### config.mk
export PLATFORM = sky130hd
export DESIGN_NAME = spi_wb_bridge
export DESIGN_NICKNAME = d
export VERILOG_FILES = /design/src/rtl/spi_wb_bridge.sv
export SDC_FILE = /design/constraint.sdc
export NUM_CORES = 1
export LEC_CHECK = 0
export CAP_MARGIN = 0
export CORE_UTILIZATION = 56
export CTS_BUF_LIST = sky130_fd_sc_hd__clkbuf_4
export DETAILED_ROUTE_END_ITERATION = 10
export PLACE_DENSITY = 0.89
export SYNTH_ARGS = -nofsm -noshare
export SYNTH_HDL_FRONTEND = slang
export SYNTH_SLANG_ARGS = --single-unit
### constraint.sdc
create_clock -name wb_clock_i -period 3.8 [get_ports wb_clock_i]
set_clock_uncertainty 0.15 [all_clocks]
set_input_delay 0.38 -clock wb_clock_i [delete_from_list [all_inputs] [get_ports wb_clock_i]]
set_output_delay 0.38 -clock wb_clock_i [all_outputs]
set_load 0.02 [all_outputs]
### src/rtl/spi_wb_bridge.sv
// rtl/spi_wb_bridge.sv - SPI byte-stream command decoder mastering single-byte Wishbone cycles
// Optional Wishbone ack timeout is enabled by defining SPI_WB_TIMEOUT_EN.

module spi_wb_bridge #(
  parameter int ADDR_WIDTH     = 17,
  parameter int DATA_WIDTH     = 8,
  parameter int TIMEOUT_CYCLES = 64
) (
  input  logic                  wb_clock_i,
  input  logic                  wb_reset_i,
  input  logic                  spi_cs_ni,
  input  logic                  spi_strobe_i,
  input  logic [DATA_WIDTH-1:0] spi_data_i,
  output logic [DATA_WIDTH-1:0] spi_data_o,
  output logic [ADDR_WIDTH-1:0] wbm_adr_o,
  output logic [DATA_WIDTH-1:0] wbm_dat_o,
  input  logic [DATA_WIDTH-1:0] wbm_dat_i,
  output logic                  wbm_we_o,
  output logic                  wbm_cyc_o,
  output logic                  wbm_stb_o,
  input  logic                  wbm_ack_i,
  output logic                  busy_o,
  output logic                  error_o
);

  localparam int HI_W = ADDR_WIDTH - 16;

  typedef enum logic [2:0] {
    S_CMD,
    S_ADDR_HI,
    S_ADDR_LO,
    S_RD_TURN,
    S_WR_DATA,
    S_RD_DATA
  } state_t;

  state_t state_q, state_d;

  logic strb_meta, strb_sync, strb_prev, byte_valid;
  logic cs_meta, cs_sync;

  logic [ADDR_WIDTH-1:0] addr_q;
  logic [DATA_WIDTH-1:0] dat_q, rd_q;
  logic wr_q, inc_q, err_q, cyc_q, we_q, discard_q;
  logic accept, overrun, start, cyc_done, timeout, rd_state;

  // Strobe and chip select cross from the SCK domain; data is quasi-static and used directly.
  always_ff @(posedge wb_clock_i or posedge wb_reset_i) begin
    if (wb_reset_i) begin
      strb_meta  <= 1'b0;
      strb_sync  <= 1'b0;
      strb_prev  <= 1'b0;
      byte_valid <= 1'b0;
      cs_meta    <= 1'b1;
      cs_sync    <= 1'b1;
    end else begin
      strb_meta  <= spi_strobe_i;
      strb_sync  <= strb_meta;
      strb_prev  <= strb_sync;
      byte_valid <= strb_sync & ~strb_prev;
      cs_meta    <= spi_cs_ni;
      cs_sync    <= cs_meta;
    end
  end

`ifdef SPI_WB_TIMEOUT_EN
  localparam int TW = $clog2(TIMEOUT_CYCLES + 1);
  logic [TW-1:0] tmo_cnt;

  always_ff @(posedge wb_clock_i or posedge wb_reset_i) begin
    if (wb_reset_i) begin
      tmo_cnt <= '0;
    end else if (!cyc_q) begin
      tmo_cnt <= '0;
    end else begin
      tmo_cnt <= tmo_cnt + TW'(1);
    end
  end

  assign timeout = cyc_q & ~wbm_ack_i & (tmo_cnt == TW'(TIMEOUT_CYCLES - 1));
`else
  assign timeout = 1'b0;
`endif

  assign accept   = byte_valid & ~cs_sync & ~cyc_q;
  assign overrun  = byte_valid & ~cs_sync & cyc_q;
  assign cyc_done = cyc_q & (wbm_ack_i | timeout);
  assign rd_state = (state_q == S_RD_TURN) || (state_q == S_RD_DATA);

  always_comb begin
    state_d = state_q;
    start   = 1'b0;
    if (cs_sync) begin
      state_d = S_CMD;
    end else if (accept) begin
      case (state_q)
        S_CMD:     state_d = S_ADDR_HI;
        S_ADDR_HI: state_d = S_ADDR_LO;
        S_ADDR_LO: begin
          if (wr_q) begin
            state_d = S_WR_DATA;
          end else begin
            start   = 1'b1;
            state_d = S_RD_TURN;
          end
        end
        S_RD_TURN: begin
          start   = 1'b1;
          state_d = S_RD_DATA;
        end
        S_WR_DATA: start = 1'b1;
        S_RD_DATA: start = 1'b1;
        default:   state_d = S_CMD;
      endcase
    end
  end

  always_ff @(posedge wb_clock_i or posedge wb_reset_i) begin
    if (wb_reset_i) begin
      state_q   <= S_CMD;
      addr_q    <= '0;
      wr_q      <= 1'b0;
      inc_q     <= 1'b0;
      err_q     <= 1'b0;
      cyc_q     <= 1'b0;
      we_q      <= 1'b0;
      dat_q     <= '0;
      rd_q      <= '0;
      discard_q <= 1'b0;
    end else begin
      state_q <= state_d;

      if (accept) begin
        case (state_q)
          S_CMD: begin
            wr_q                    <= spi_data_i[7];
            inc_q                   <= spi_data_i[6];
            addr_q[ADDR_WIDTH-1:16] <= HI_W'(spi_data_i[0]);
          end
          S_ADDR_HI: addr_q[15:8] <= spi_data_i[7:0];
          S_ADDR_LO: addr_q[7:0]  <= spi_data_i[7:0];
          default: ;
        endcase
      end else if (cyc_done && inc_q) begin
        addr_q <= addr_q + ADDR_WIDTH'(1);
      end

      // A new command byte clears the sticky error unless its reserved bits are set.
      if (accept && state_q == S_CMD) begin
        err_q <= |spi_data_i[5:1];
      end else if (overrun || timeout) begin
        err_q <= 1'b1;
      end

      if (start) begin
        cyc_q     <= 1'b1;
        we_q      <= wr_q;
        discard_q <= 1'b0;
        if (wr_q) begin
          dat_q <= spi_data_i;
        end
      end else if (cyc_done) begin
        cyc_q <= 1'b0;
        we_q  <= 1'b0;
        if (!we_q && !discard_q && !cs_sync) begin
          rd_q <= timeout ? '1 : wbm_dat_i;
        end
      end

      // Read data belonging to a transfer the host has abandoned must not reach MISO.
      if (cs_sync) begin
        discard_q <= 1'b1;
      end
    end
  end

  assign spi_data_o = rd_state ? rd_q : {{(DATA_WIDTH-1){1'b0}}, err_q};
  assign wbm_adr_o  = addr_q;
  assign wbm_dat_o  = dat_q;
  assign wbm_we_o   = we_q;
  assign wbm_cyc_o  = cyc_q;
  assign wbm_stb_o  = cyc_q;
  assign busy_o     = cyc_q;
  assign error_o    = err_q;

endmodule
Word level (Yosys, flattened, before mapping)
Cells that the tools add are included.

$mul: 0. Div/mod/pow operators: 0. Eq/ne operators: 9. Mux-type cells: 21. Bitwise operators: 9. Add/subtract/negate cells: 1. Shift operators: 0. $lt $le $gt $ge: 0. Reduce and logical (&&, ||, !) cells: 24.

Operators with widths (number): 17-bit 2-to-1 mux (2); 8-bit 2-to-1 mux (3); 17-bit by 1-bit adder with 17-bit output (second input constant) (1); 3-bit one-hot mux with 5 select lines (1); 2-bit AND reduction (6); 1-bit 2-to-1 mux (11); 2-bit nonzero test (5); 3-bit 2-to-1 mux (3); 2-bit by 1-bit inequality test with 1-bit output (second input constant) (4); 3-bit by 2-bit equality test with 1-bit output (second input constant) (2); 3-bit equality test (second input constant) (2); 1-bit AND (5); 5-bit OR reduction (1); 1-bit logical AND (4); 1-bit NOT (4); 3-bit by 1-bit equality test with 1-bit output (second input constant) (1); 1-bit logical NOT (3); 3-bit logical NOT (1); 3-bit AND reduction (1); 3-bit OR reduction (1); 1-bit one-hot mux with 2 select lines (1); 2-bit OR reduction (1); 1-bit logical OR (1).

Register bits: 48. Bits of input ports: 21. Bits in latches: 0. Memories kept: 0. Memory bits (read-only): 0. Bits in writable memories: 0.

Logic depth before layout (Yosys ltp)
Depth in word-level cells: 7. Depth in mapped cells: 8.

Worst setup path after synthesis
OpenSTA, ideal clock, no wires.

Path kind: register to register. Start: register cyc_q (netlist: busy_o). End: register addr_q[15] (netlist: wbm_adr_o[15]). Path buffers: 2. Setup slack: 1.740 ns. Period minus slack after synthesis: 2.060 ns. Data required time: 3.570 ns. Cell stages (with the launch flop): 7. Arrival time: 1.830 ns. Cells stage by stage: dfrtp_1 > buf_6 > nor4b_4 > a21o_1 > buf_6 > mux2_4 > nor3b_2.

Longest elaborated chain between the ends: 4.

RTL lines: start: declaration (RTL line 44) `logic wr_q, inc_q, err_q, cyc_q, we_q, discard_q;`; start signal: assignment (RTL line 125) `cyc_q <= 1'b0;`; start signal: assignment (RTL line 156) `cyc_q <= 1'b1;`; start signal: assignment (RTL line 163) `cyc_q <= 1'b0;`; 1-bit NOT or 1-bit AND (tied branches) (RTL line 85, 87); 1-bit AND or 1-bit logical AND (tied branches) (RTL line 85, 144); 2-bit by 1-bit inequality test with 1-bit output (no source line) or 2-bit nonzero test (tied branches); 2-bit AND reduction (no source line); end signal: indexed assignment (RTL line 138) `addr_q[ADDR_WIDTH-1:16] <= HI_W'(spi_data_i[0]);`; end signal: assignment (RTL line 140) `S_ADDR_HI: addr_q[15:8] <= spi_data_i[7:0];`; end signal: assignment (RTL line 145) `addr_q <= addr_q + ADDR_WIDTH'(1);`; end: declaration (RTL line 42) `logic [ADDR_WIDTH-1:0] addr_q;`.

Several ways; a longest one is shown, not always the timed one. A chain may end at the register's enable or synchronous reset.

Final worst setup path
Start: register state_q[1]. End: output port spi_data_o[0].

Longest elaborated chain between the ends: 3.

RTL lines: start: declaration (RTL line 37) `state_t state_q, state_d;`; start signal: assignment (RTL line 131) `state_q <= state_d;`; 3-bit by 2-bit equality test with 1-bit output or 3-bit equality test (tied branches) (RTL line 88) `assign rd_state = (state_q == S_RD_TURN) || (state_q == S_RD_DATA);`; 1-bit logical OR (*) (RTL line 88); 8-bit 2-to-1 mux (*) (RTL line 177) `assign spi_data_o = rd_state ? rd_q : {{(DATA_WIDTH-1){1'b0}}, err_q};`; end: declaration (RTL line 14) `output logic [DATA_WIDTH-1:0] spi_data_o,`.

Every way passes the cells marked *; elsewhere a longest branch is shown, timed or not.

==> impl_metrics.ini <==
[outcome]
outcome = finished, final reports clean

[setup_path]
r2r_cells = 4
critPathMaxFanout = 9
arrival_ns = 2.47
path_class = reg2out
cp.required_ns = 3.27
cp-end-kind = output port
start_kind = register

[pwr]
ir_worst_vdd_mv = 0.261
p_sw_share_pct = 30.7
clock_power_share_pct = 22.4
p_int_uw = 730
p_sw_uw = 323
power_frac_seq_pct = 57.4
combPwrFrac_pct = 20.3
pwr_density_cell_nw_per_um2 = 339
p_leak_nw = 1.28

[sta]
relSlewSlack_pct = 34.1
fin_crit_sh_pct = 79.0
tightest_slew_ns = 0.989
hold_violations = 0
finalSetupViolations = 0
drv_slew = 0
period_minus_slack_ns = 3.00
fmax_ghz = 0.333
grt_setup_unrepaired = false
tns_ns = 0

[yosys]
netlist_instances = 239
ys.warnings.count = 0
async_reset_ff_share_pct = 100
synth_area_um2 = 2510
yosys.area_share.simple_pct = 18.0
synth-seq-area-share_pct = 47.9
synth-edff-count = 0
ys_ff_latch = 48
synth_compound_area_share_pct = 18.4
synth_xor_area_share_pct = 0
synthMuxAreaShare_pct = 9.10
synth_area_per_cell_um2 = 10.5
synth_top_family_by_area = compound AO/OA/AOI/OAI gates
synthDistinctLibCells = 53
synthAdderAreaFrac_pct = 0.498
synth_flop_cell = dfrtp_1
syn-num-nets = 261

[drt]
routed_wl_mm = 5.84
vias_per_cell = 6.16
drt_iter0_markers = 199
drc = 0
antenna_left = 0
vias = 2114
drtPass1Iterations = 6
post_drt_wl_per_cell_um = 17.0

[layout]
antennaDiodeCount = 0
nNetsFinal = 312
final_cells = 343
drive_above_1_share_pct = 15.5
syn_to_final_growth_pct = 23.3

[worst_hold_path]
worstHoldPathCells = 0
hold_path.class = reg2reg

[clocking]
cts.clk_slew.worst_paths_ns = 0.15
clockRootBuffer = clkbuf_4
ctsHoldBuffers = 0
clockBufferDepth = 2
cts_tree = built
post-cts-setup-buffers = 0
cts_resized = 0
cts_buffers = 5
cts_sinks = 48
clkLatencyLatePin_ns = 0.37
h-tree-depth = 2

[die]
start_util_pct = 58.2
die_area_um2 = 4760
core_um2 = 4320
die_h_um = 69.0
ios = 59
row_count = 24
die_w_um = 69.0

[grt]
grt_pass1_wl_mm = 9.91
grt_pass1_vias = 2086
overflow = 0
grt_use_total_pct = 25.7
antenna_found_initial = 0
grt_max_degree = 49

[placement]
gp_congestion = 0.876
dp_hpwl_mm = 4.11
port_buffers = 58
dp.cells = 335

[run]
cap_violations = 0
layout make-up:
type	instances	area, um2
Multi-Input combinational cell	168	1160
Sequential cell	48	1200
Fill cell	347	1220
Tap cell	52	65.1
Clock buffer	5	37.5
Timing Repair Buffer	59	588
Inverter	8	30.0
Clock inverter	3	18.8
worst paths after layout:
check	start	end	slack (ns)
min	cs_meta	cs_sync	0.22
max reg2reg	cs_sync	wbm_adr_o[15]	1.41
max	state_q[1]	spi_data_o[0]	0.80
max in group asynchronous	wb_reset_i	wbm_adr_o[11]	2.52
min reg2reg	cs_meta	cs_sync	0.22
min in group asynchronous	wb_reset_i	wbm_adr_o[10]	0.39
sequential cells by signal (all words and copies together) (netlist names), 3 cells and up:
register / cells
state_q: 3
rd_q: 8
wbm_adr_o: 17
wbm_dat_o: 8
layer usage:
metal,up-vias,global-route usage (%),part of all wire (%)
li1,972,-,-
met1,1008,36.5,41
met2,121,39.1,49
met3,13,4.53,8.4
met4,0,11.1,1.9
met5,-,0,0
synthesized netlist by cell type (all sizes together) (5+ instances only):
master / number / area, um2
buf: 14 / 119
o21ai: 13 / 68.8
a21oi: 22 / 118
nand3: 10 / 50.1
nor2: 10 / 37.5
nand4: 5 / 31.3
mux2: 20 / 229
inv: 8 / 30.0
dfrtp: 46 / 1150
a21o: 5 / 38.8
nand2: 21 / 78.8
and2: 9 / 56.3
metrics by stage:
stage	utilization (%)	hold WS [ns]	instance area (um2)	setup slack [ns]	power (mW)
after global placement	70.4	0.188	3040	1.26	0.814
after floorplan	-	0.181	2510	1.74	0.720
after CTS	71.7	0.219	3100	0.754	1.06
final	71.7	0.218	3100	0.800	1.05
after global routing	71.7	0.228	3100	0.596	1.10
after detailed placement	70.4	0.190	3040	1.18	0.824
power by group through the flow:
stage / Combinational [mW] / Clock (mW) / Sequential [mW]
3_3_place_gp: 0.205 / 0 / 0.610
5_1_grt: 0.230 / 0.258 / 0.610
3_5_place_dp: 0.212 / 0 / 0.612
2_1_floorplan: 0.0937 / 0 / 0.627
4_1_cts: 0.213 / 0.244 / 0.602
6_report: 0.213 / 0.236 / 0.604
worst max-delay path, cell delays in order (launching register included):
cell and delay, ns:
dfrtp_1 0.51, nand2b_1 0.23, a21oi_1 0.42, mux2_2 0.40, clkdlybuf4s50_1 0.55
cells in the final DEF (no fill, tap or decap), drive strengths merged, types with 5 or more instances in the layout:
master | netlist | final
clkbuf | 1 | 5
dfrtp | 46 | 46
o21ai | 13 | 13
mux2 | 20 | 20
a21oi | 22 | 22
clkdlybuf4s50 | 0 | 58
a21o | 5 | 5
inv | 8 | 8
nand3 | 10 | 10
nand2 | 21 | 21
and2 | 9 | 9
nor2 | 10 | 10
nand4 | 5 | 5
logic make-up (layout without fill, tap and decap cells):
| group | after synthesis | count (layout) |
|---|---|---|
| buffers and inverters | 23 | 75 |
| DFF | 48 | 48 |
| adders and majority gates | 1 | 1 |
| AOI/OAI and AO/OA | 68 | 68 |
| muxes | 20 | 20 |
| and+or+nand+nor | 79 | 79 |
Power figures use the tool's default switching activity.
